### config.mk
export PLATFORM = sky130hd
export DESIGN_NAME = hci_core_source_credit
export DESIGN_NICKNAME = d
export VERILOG_FILES = /design/src/rtl/hci_core_source_credit.sv
export SDC_FILE = /design/constraint.sdc
export NUM_CORES = 1
export LEC_CHECK = 0
export ABC_AREA = 1
export ABC_CLOCK_PERIOD_IN_PS = 9850
export CORE_UTILIZATION = 51
export CTS_CLUSTER_SIZE = 28
export DETAILED_ROUTE_END_ITERATION = 16
export MAX_ROUTING_LAYER = met4
export PLACE_DENSITY = 0.74
export SLEW_MARGIN = 40
export SYNTH_ARGS = -nofsm -noshare
export SYNTH_HDL_FRONTEND = slang
export SYNTH_SLANG_ARGS = --single-unit
export TNS_END_PERCENT = 10
### constraint.sdc
create_clock -name clk_i -period 9.85 [get_ports clk_i]
set_clock_uncertainty 0.1 [all_clocks]
set_input_delay 1.4775 -clock clk_i [delete_from_list [all_inputs] [get_ports clk_i]]
set_output_delay 1.4775 -clock clk_i [all_outputs]
set_load 0.1 [all_outputs]
### src/rtl/hci_core_source_credit.sv
// -----------------------------------------------------------------------------
// hci_core_source_credit
//  Credit-based linear load streamer. It walks base/stride/len over an HCI-Core
//  initiator port, keeps up to MAX_OUTSTANDING loads in flight and turns the
//  responses into an aligned HWPE-Stream. Responses are always accepted
//  (r_ready is tied high) because every granted load already owns a slot in
//  the response buffer.
//
//  Ports
//   clk_i, rst_ni                 clock, async active-low reset
//   clear_i                       sync soft clear (flushes everything)
//   enable_i                      gates FSM, issue and stream (not capture)
//   req_start_i, base_addr_i,
//   stride_i, tot_len_i           transfer command, sampled in IDLE
//   ready_start_o, done_o         idle flag, end-of-transfer pulse
//   outstanding_o                 granted-but-unconsumed loads
//   tcdm_*                        HCI-Core load port
//   stream_*                      HWPE-Stream output
// -----------------------------------------------------------------------------
module hci_core_source_credit #(
    parameter int unsigned DW              = 32,
    parameter int unsigned AW              = 32,
    parameter int unsigned MAX_OUTSTANDING = 4,
    parameter int unsigned TRANS_CNT       = 16,
    parameter int unsigned MISALIGNED      = 1,
    localparam int unsigned TDW            = DW + ((MISALIGNED != 0) ? 32 : 0),
    localparam int unsigned OCW            = $clog2(MAX_OUTSTANDING + 1)
) (
    input  logic                 clk_i,
    input  logic                 rst_ni,
    input  logic                 clear_i,
    input  logic                 enable_i,
    input  logic                 req_start_i,
    input  logic [AW-1:0]        base_addr_i,
    input  logic [AW-1:0]        stride_i,
    input  logic [TRANS_CNT-1:0] tot_len_i,
    output logic                 ready_start_o,
    output logic                 done_o,
    output logic [OCW-1:0]       outstanding_o,
    output logic                 tcdm_req_o,
    input  logic                 tcdm_gnt_i,
    output logic [AW-1:0]        tcdm_add_o,
    output logic                 tcdm_wen_o,
    input  logic                 tcdm_r_valid_i,
    input  logic [TDW-1:0]       tcdm_r_data_i,
    output logic                 tcdm_r_ready_o,
    output logic                 stream_valid_o,
    output logic [DW-1:0]        stream_data_o,
    output logic [DW/8-1:0]      stream_strb_o,
    input  logic                 stream_ready_i
);

    localparam int unsigned PW = (MAX_OUTSTANDING > 1) ? $clog2(MAX_OUTSTANDING) : 1;
    localparam logic [OCW-1:0] MO = OCW'(MAX_OUTSTANDING);

    typedef enum logic [1:0] {IDLE, WORKING, DRAIN} state_e;

    state_e               state_q, state_d;
    logic [AW-1:0]        addr_q, stride_q;
    logic [TRANS_CNT-1:0] len_q, issued_q, consumed_q;
    logic [OCW-1:0]       outstanding_q, drop_q, resp_cnt_q;
    logic [PW-1:0]        resp_wptr_q, resp_rptr_q, off_wptr_q, off_rptr_q;
    logic [TDW-1:0]       resp_mem [MAX_OUTSTANDING];
    logic [1:0]           off_mem  [MAX_OUTSTANDING];

    logic                 issue_fire, pop, resp_push, drop_hit, start_fire;
    logic [OCW:0]         pend_at_clear;

    function automatic logic [PW-1:0] ptr_inc(input logic [PW-1:0] p);
        return (p == PW'(MAX_OUTSTANDING - 1)) ? '0 : p + 1'b1;
    endfunction

    function automatic logic [DW-1:0] realign(input logic [TDW-1:0] w, input logic [1:0] off);
        logic [TDW-1:0] s;
        s = w >> {off, 3'b000};
        return s[DW-1:0];
    endfunction

    assign tcdm_req_o     = enable_i && (state_q == WORKING) && (issued_q < len_q)
                            && (outstanding_q < MO) && (drop_q == '0);
    assign tcdm_add_o     = {addr_q[AW-1:2], 2'b00};
    assign tcdm_wen_o     = 1'b1;
    assign tcdm_r_ready_o = 1'b1;

    assign issue_fire = tcdm_req_o & tcdm_gnt_i;
    assign pop        = stream_valid_o & stream_ready_i;
    // Responses owed to requests killed by a clear are swallowed here.
    assign resp_push  = tcdm_r_valid_i & (drop_q == '0);
    assign drop_hit   = tcdm_r_valid_i & (drop_q != '0);

    assign stream_valid_o = enable_i && (resp_cnt_q != '0);
    assign stream_data_o  = realign(resp_mem[resp_rptr_q], off_mem[off_rptr_q]);
    assign stream_strb_o  = '1;
    assign ready_start_o  = (state_q == IDLE);
    assign outstanding_o  = outstanding_q;

    // Loads the memory still owes at clear time: old debt, granted-but-not-
    // answered loads, a grant in this very cycle, minus a response arriving now.
    assign pend_at_clear = {1'b0, drop_q} + {1'b0, outstanding_q} - {1'b0, resp_cnt_q}
                           + (OCW+1)'(issue_fire) - (OCW+1)'(tcdm_r_valid_i);

    always_comb begin
        state_d    = state_q;
        done_o     = 1'b0;
        start_fire = 1'b0;
        unique case (state_q)
            IDLE: begin
                if (req_start_i) begin
                    if (tot_len_i == '0) begin
                        done_o = 1'b1;
                    end else if (enable_i) begin
                        state_d    = WORKING;
                        start_fire = 1'b1;
                    end
                end
            end
            WORKING: begin
                if (issue_fire && (issued_q + 1'b1 == len_q)) state_d = DRAIN;
            end
            DRAIN: begin
                if (enable_i && (consumed_q == len_q)) begin
                    state_d = IDLE;
                    done_o  = 1'b1;
                end
            end
            default: state_d = IDLE;
        endcase
        if (clear_i) begin
            state_d    = IDLE;
            done_o     = 1'b0;
            start_fire = 1'b0;
        end
    end

    always_ff @(posedge clk_i or negedge rst_ni) begin
        if (!rst_ni) begin
            state_q       <= IDLE;
            addr_q        <= '0;
            stride_q      <= '0;
            len_q         <= '0;
            issued_q      <= '0;
            consumed_q    <= '0;
            outstanding_q <= '0;
            drop_q        <= '0;
            resp_cnt_q    <= '0;
            resp_wptr_q   <= '0;
            resp_rptr_q   <= '0;
            off_wptr_q    <= '0;
            off_rptr_q    <= '0;
        end else if (clear_i) begin
            state_q       <= IDLE;
            issued_q      <= '0;
            consumed_q    <= '0;
            outstanding_q <= '0;
            drop_q        <= pend_at_clear[OCW-1:0];
            resp_cnt_q    <= '0;
            resp_wptr_q   <= '0;
            resp_rptr_q   <= '0;
            off_wptr_q    <= '0;
            off_rptr_q    <= '0;
        end else begin
            state_q <= state_d;
            if (start_fire) begin
                addr_q     <= base_addr_i;
                stride_q   <= stride_i;
                len_q      <= tot_len_i;
                issued_q   <= '0;
                consumed_q <= '0;
            end else begin
                if (issue_fire) begin
                    addr_q   <= addr_q + stride_q;
                    issued_q <= issued_q + 1'b1;
                end
                if (pop) consumed_q <= consumed_q + 1'b1;
            end
            if (issue_fire && !pop)      outstanding_q <= outstanding_q + 1'b1;
            else if (!issue_fire && pop) outstanding_q <= outstanding_q - 1'b1;
            if (drop_hit) drop_q <= drop_q - 1'b1;
            if (resp_push && !pop)      resp_cnt_q <= resp_cnt_q + 1'b1;
            else if (!resp_push && pop) resp_cnt_q <= resp_cnt_q - 1'b1;
            if (resp_push)  resp_wptr_q <= ptr_inc(resp_wptr_q);
            if (pop)        resp_rptr_q <= ptr_inc(resp_rptr_q);
            if (issue_fire) off_wptr_q  <= ptr_inc(off_wptr_q);
            if (pop)        off_rptr_q  <= ptr_inc(off_rptr_q);
        end
    end

    // Buffer storage carries no reset; occupancy is tracked by the counters.
    always_ff @(posedge clk_i) begin
        if (resp_push) resp_mem[resp_wptr_q] <= tcdm_r_data_i;
        if (issue_fire) off_mem[off_wptr_q] <= (MISALIGNED != 0) ? addr_q[1:0] : 2'b00;
    end

    // The credit rule reserves a slot for every granted load.
    assert property (@(posedge clk_i) disable iff (!rst_ni)
                     !(resp_push && !clear_i && (resp_cnt_q == MO)));

endmodule

==> flow_summary.yaml <==
drt:
  vias_per_cell: 5.56
  wl_per_cell_um: 18.1
  antenna_left: 0
  drtIter0Drc: 995
  remaining_drc_errors: 0
  totalWireLength_um: 50100
  firstDrtPassIters: 6
  vias: 15400
clock_network:
  cts_sinks: 363
  cts_repair_resize_count: 0
  hold_buffers: 0
  cts_buffer_depth: 3
  clk_latency_ns: 0.54
  numCtsBuffers: 39
  post-cts-setup-buffer-count: 0
  htreeDepth: 2
  root_buffer: "clkbuf_16"
  cts_tree: "yes"
  clkSlewWorstSetupHoldPaths_ns: 0.06
worst_setup_path:
  worstPathRequired_ns: 8.27
  r2r-end: "resp_mem[3][42]"
  arrival_ns: 3.88
  worstPathMaxFanout: 53
  startpoint_type: "flop"
  reg2reg_slack_ns: 6.53
  end_kind: "output pin"
  reg2reg_from: "drop_q[1]"
  reg2reg_depth: 9
  worst-setup-path-type: "flop to output pin"
grt:
  grt_max_degree: 114
  grt_overflow: 0
  antenna_found_initial: 5
  track_usage_pct: 27.1
  grt_pass1_vias: 15000
  grt_pass1_wl_um: 79300
sta:
  tns_ns: 0
  hold_viol_final: 0
  report.final.slew_viol_count: 0
  worst_slew_margin_rel_pct: 46.2
  rsz0062_at_grt: "no"
  max_freq_mhz: 183
  max_slew.worst_pin.slew_ns: 0.805
  period_share_pct: 55.4
  final-setup-viol-count: 0
  fin_crit_ns: 5.46
outcome:
  status: "completed"
synthesis:
  synth_edf_count: 232
  ys.flop_type: "edfxtp_1"
  synthCells: 2110
  synthArstFlopShare_pct: 36.1
  syn_area_per_cell_um2: 9.06
  synthDistinctLibCells: 57
  ys_ff_latch: 363
  netlist_area_um2: 19100
  ys_seq_area_share_pct: 53.6
  yosysWarningCount: 0
finish:
  final_common_cell: "nand2_1"
  drive_above_1_share_pct: 8.06
  instances_no_fill: 2770
  final_cell_mix: "nand2_1 (613), edfxtp_1 (232), inv_1 (163)"
  nets: 2488
  area_growth_pct: 16.9
  final_util_pct: 60.8
  finish.instance_area_um2: 22400
  fillers: 3154
floorplanning:
  fp-row-count: 70
  die_x_um: 196
  die_h_um: 196
  core-area_um2: 36800
  pin_count: 229
  start_util_pct: 52.0
  dieArea_um2: 38300
power:
  p_per_area_nw_per_um2: 271
  fin_total_pwr_mw: 6.05
  power_leakage_nw: 9.45
  irDropWorstVdd_uv: 180
placement:
  place_congestion: 0.949
  place_inst: 2693
  port_buffers: 212
  dp_hpwl_um: 35200
  postPlaceCellArea_um2: 21100
min_path:
  min_to: "stride_q[18]"
  hp-class: "flop to flop"
  min_from: "stride_q[18]"
  min_path_cells: 2
flow_run:
  maxCapViolations: 0
==> layout make-up <==
class                      instances  area, um^2  area share (%)
clock buffer                      54        1100            4.93
antenna                            6        15.0          0.0672
tap                              468         586            2.62
inverter                         171         644            2.88
multi-input combinational       1465        7670            34.3
sequential                       363       10200            45.8
timing repair buffer             227        1950            8.72
clock inverter                    16         141           0.633
==> routing by layer <==
layer	routed length (um)	vias to the layer above	global-route usage (%)
li1	-	7485	-
met1	21800	7351	35.2
met2	23800	500	44.4
met3	3470	72	4.37
met4	1070	0	7.29
met5	0	-	-
==> worst max path at each step <==
stage / from / end / slack (ns) / cells past startpoint
global route: resp_rptr_q[1] / stream_data_o[14] / 4.19 / 8
global placement: clear_i / done_o / 4.12 / 8
detailed placement: clear_i / done_o / 4.86 / 8
floorplan: state_q[0] / done_o / 4.82 / 5
CTS: resp_rptr_q[1] / stream_data_o[14] / 4.36 / 8
finish: resp_rptr_q[1] / stream_data_o[14] / 4.39 / 8
==> synth_stat cells, types with 7 or more instances <==
| master | count | area share, % |
|---|---|---|
| dfrtp_1 | 131 | 17 |
| buf_2 | 22 | 0.58 |
| nor4_1 | 7 | 0.23 |
| o21ai_0 | 162 | 4.2 |
| inv_1 | 164 | 3.2 |
| a21oi_1 | 116 | 3.0 |
| ha_1 | 61 | 4.0 |
| xor2_1 | 16 | 0.73 |
| xnor2_1 | 16 | 0.73 |
| o221ai_1 | 8 | 0.37 |
| o21ai_1 | 16 | 0.42 |
| clkbuf_1 | 46 | 0.90 |
| nand2_1 | 613 | 12 |
| a32o_1 | 40 | 2.1 |
| fa_1 | 8 | 0.84 |
| buf_4 | 39 | 1.5 |
| nand3_1 | 92 | 2.4 |
| edfxtp_1 | 232 | 36 |
| o22ai_1 | 30 | 0.98 |
| nor3_1 | 27 | 0.71 |
| nor2_1 | 162 | 3.2 |
| nand4_1 | 20 | 0.65 |
==> kinds of logic after synthesis <==
logic type                 Yosys count  synth area share, %
and+or+nand+nor                    944                 20.4
other                                2               0.0393
AOI/OAI and AO/OA                  410                 12.7
adders and majority gates           69                 4.83
DFF                                363                 53.6
xor gates and xnor gates            34                 1.70
buffers and inverters              288                 6.77
==> per-stage QoR <==
step           hold slack [ns]  worst slack, ns
6_report                 0.387             4.39
5_1_grt                  0.413             4.19
4_1_cts                  0.389             4.36
3_5_place_dp             0.374             4.86
3_3_place_gp             0.367             4.12
2_1_floorplan            0.353             4.82
==> sequential cells by signal, indices dropped and copies added (netlist names), 3 cells and up <==
name / flops
addr_q: 32
consumed_q: 16
drop_q: 3
issued_q: 16
len_q: 16
off_mem: 8
outstanding_o: 3
resp_cnt_q: 3
resp_mem: 224
stride_q: 32
==> where the power goes <==
part           switching [mW]  leakage, nW  internal (mW)  total, mW
sequential              0.131         3.77           1.79       1.92
clock                   0.600        0.616          0.814       1.41
combinational            2.04         5.07          0.677       2.72
==> critical path, cell delays in order (launching register included) <==
cell	delay, ns
dfrtp_1	0.68
inv_2	0.74
buf_4	0.61
a21oi_1	0.08
a32o_1	0.29
nand2_1	0.08
nand2_1	0.07
o21ai_0	0.23
buf_2	0.50
Note: power is estimated with default switching activity, not from simulation.
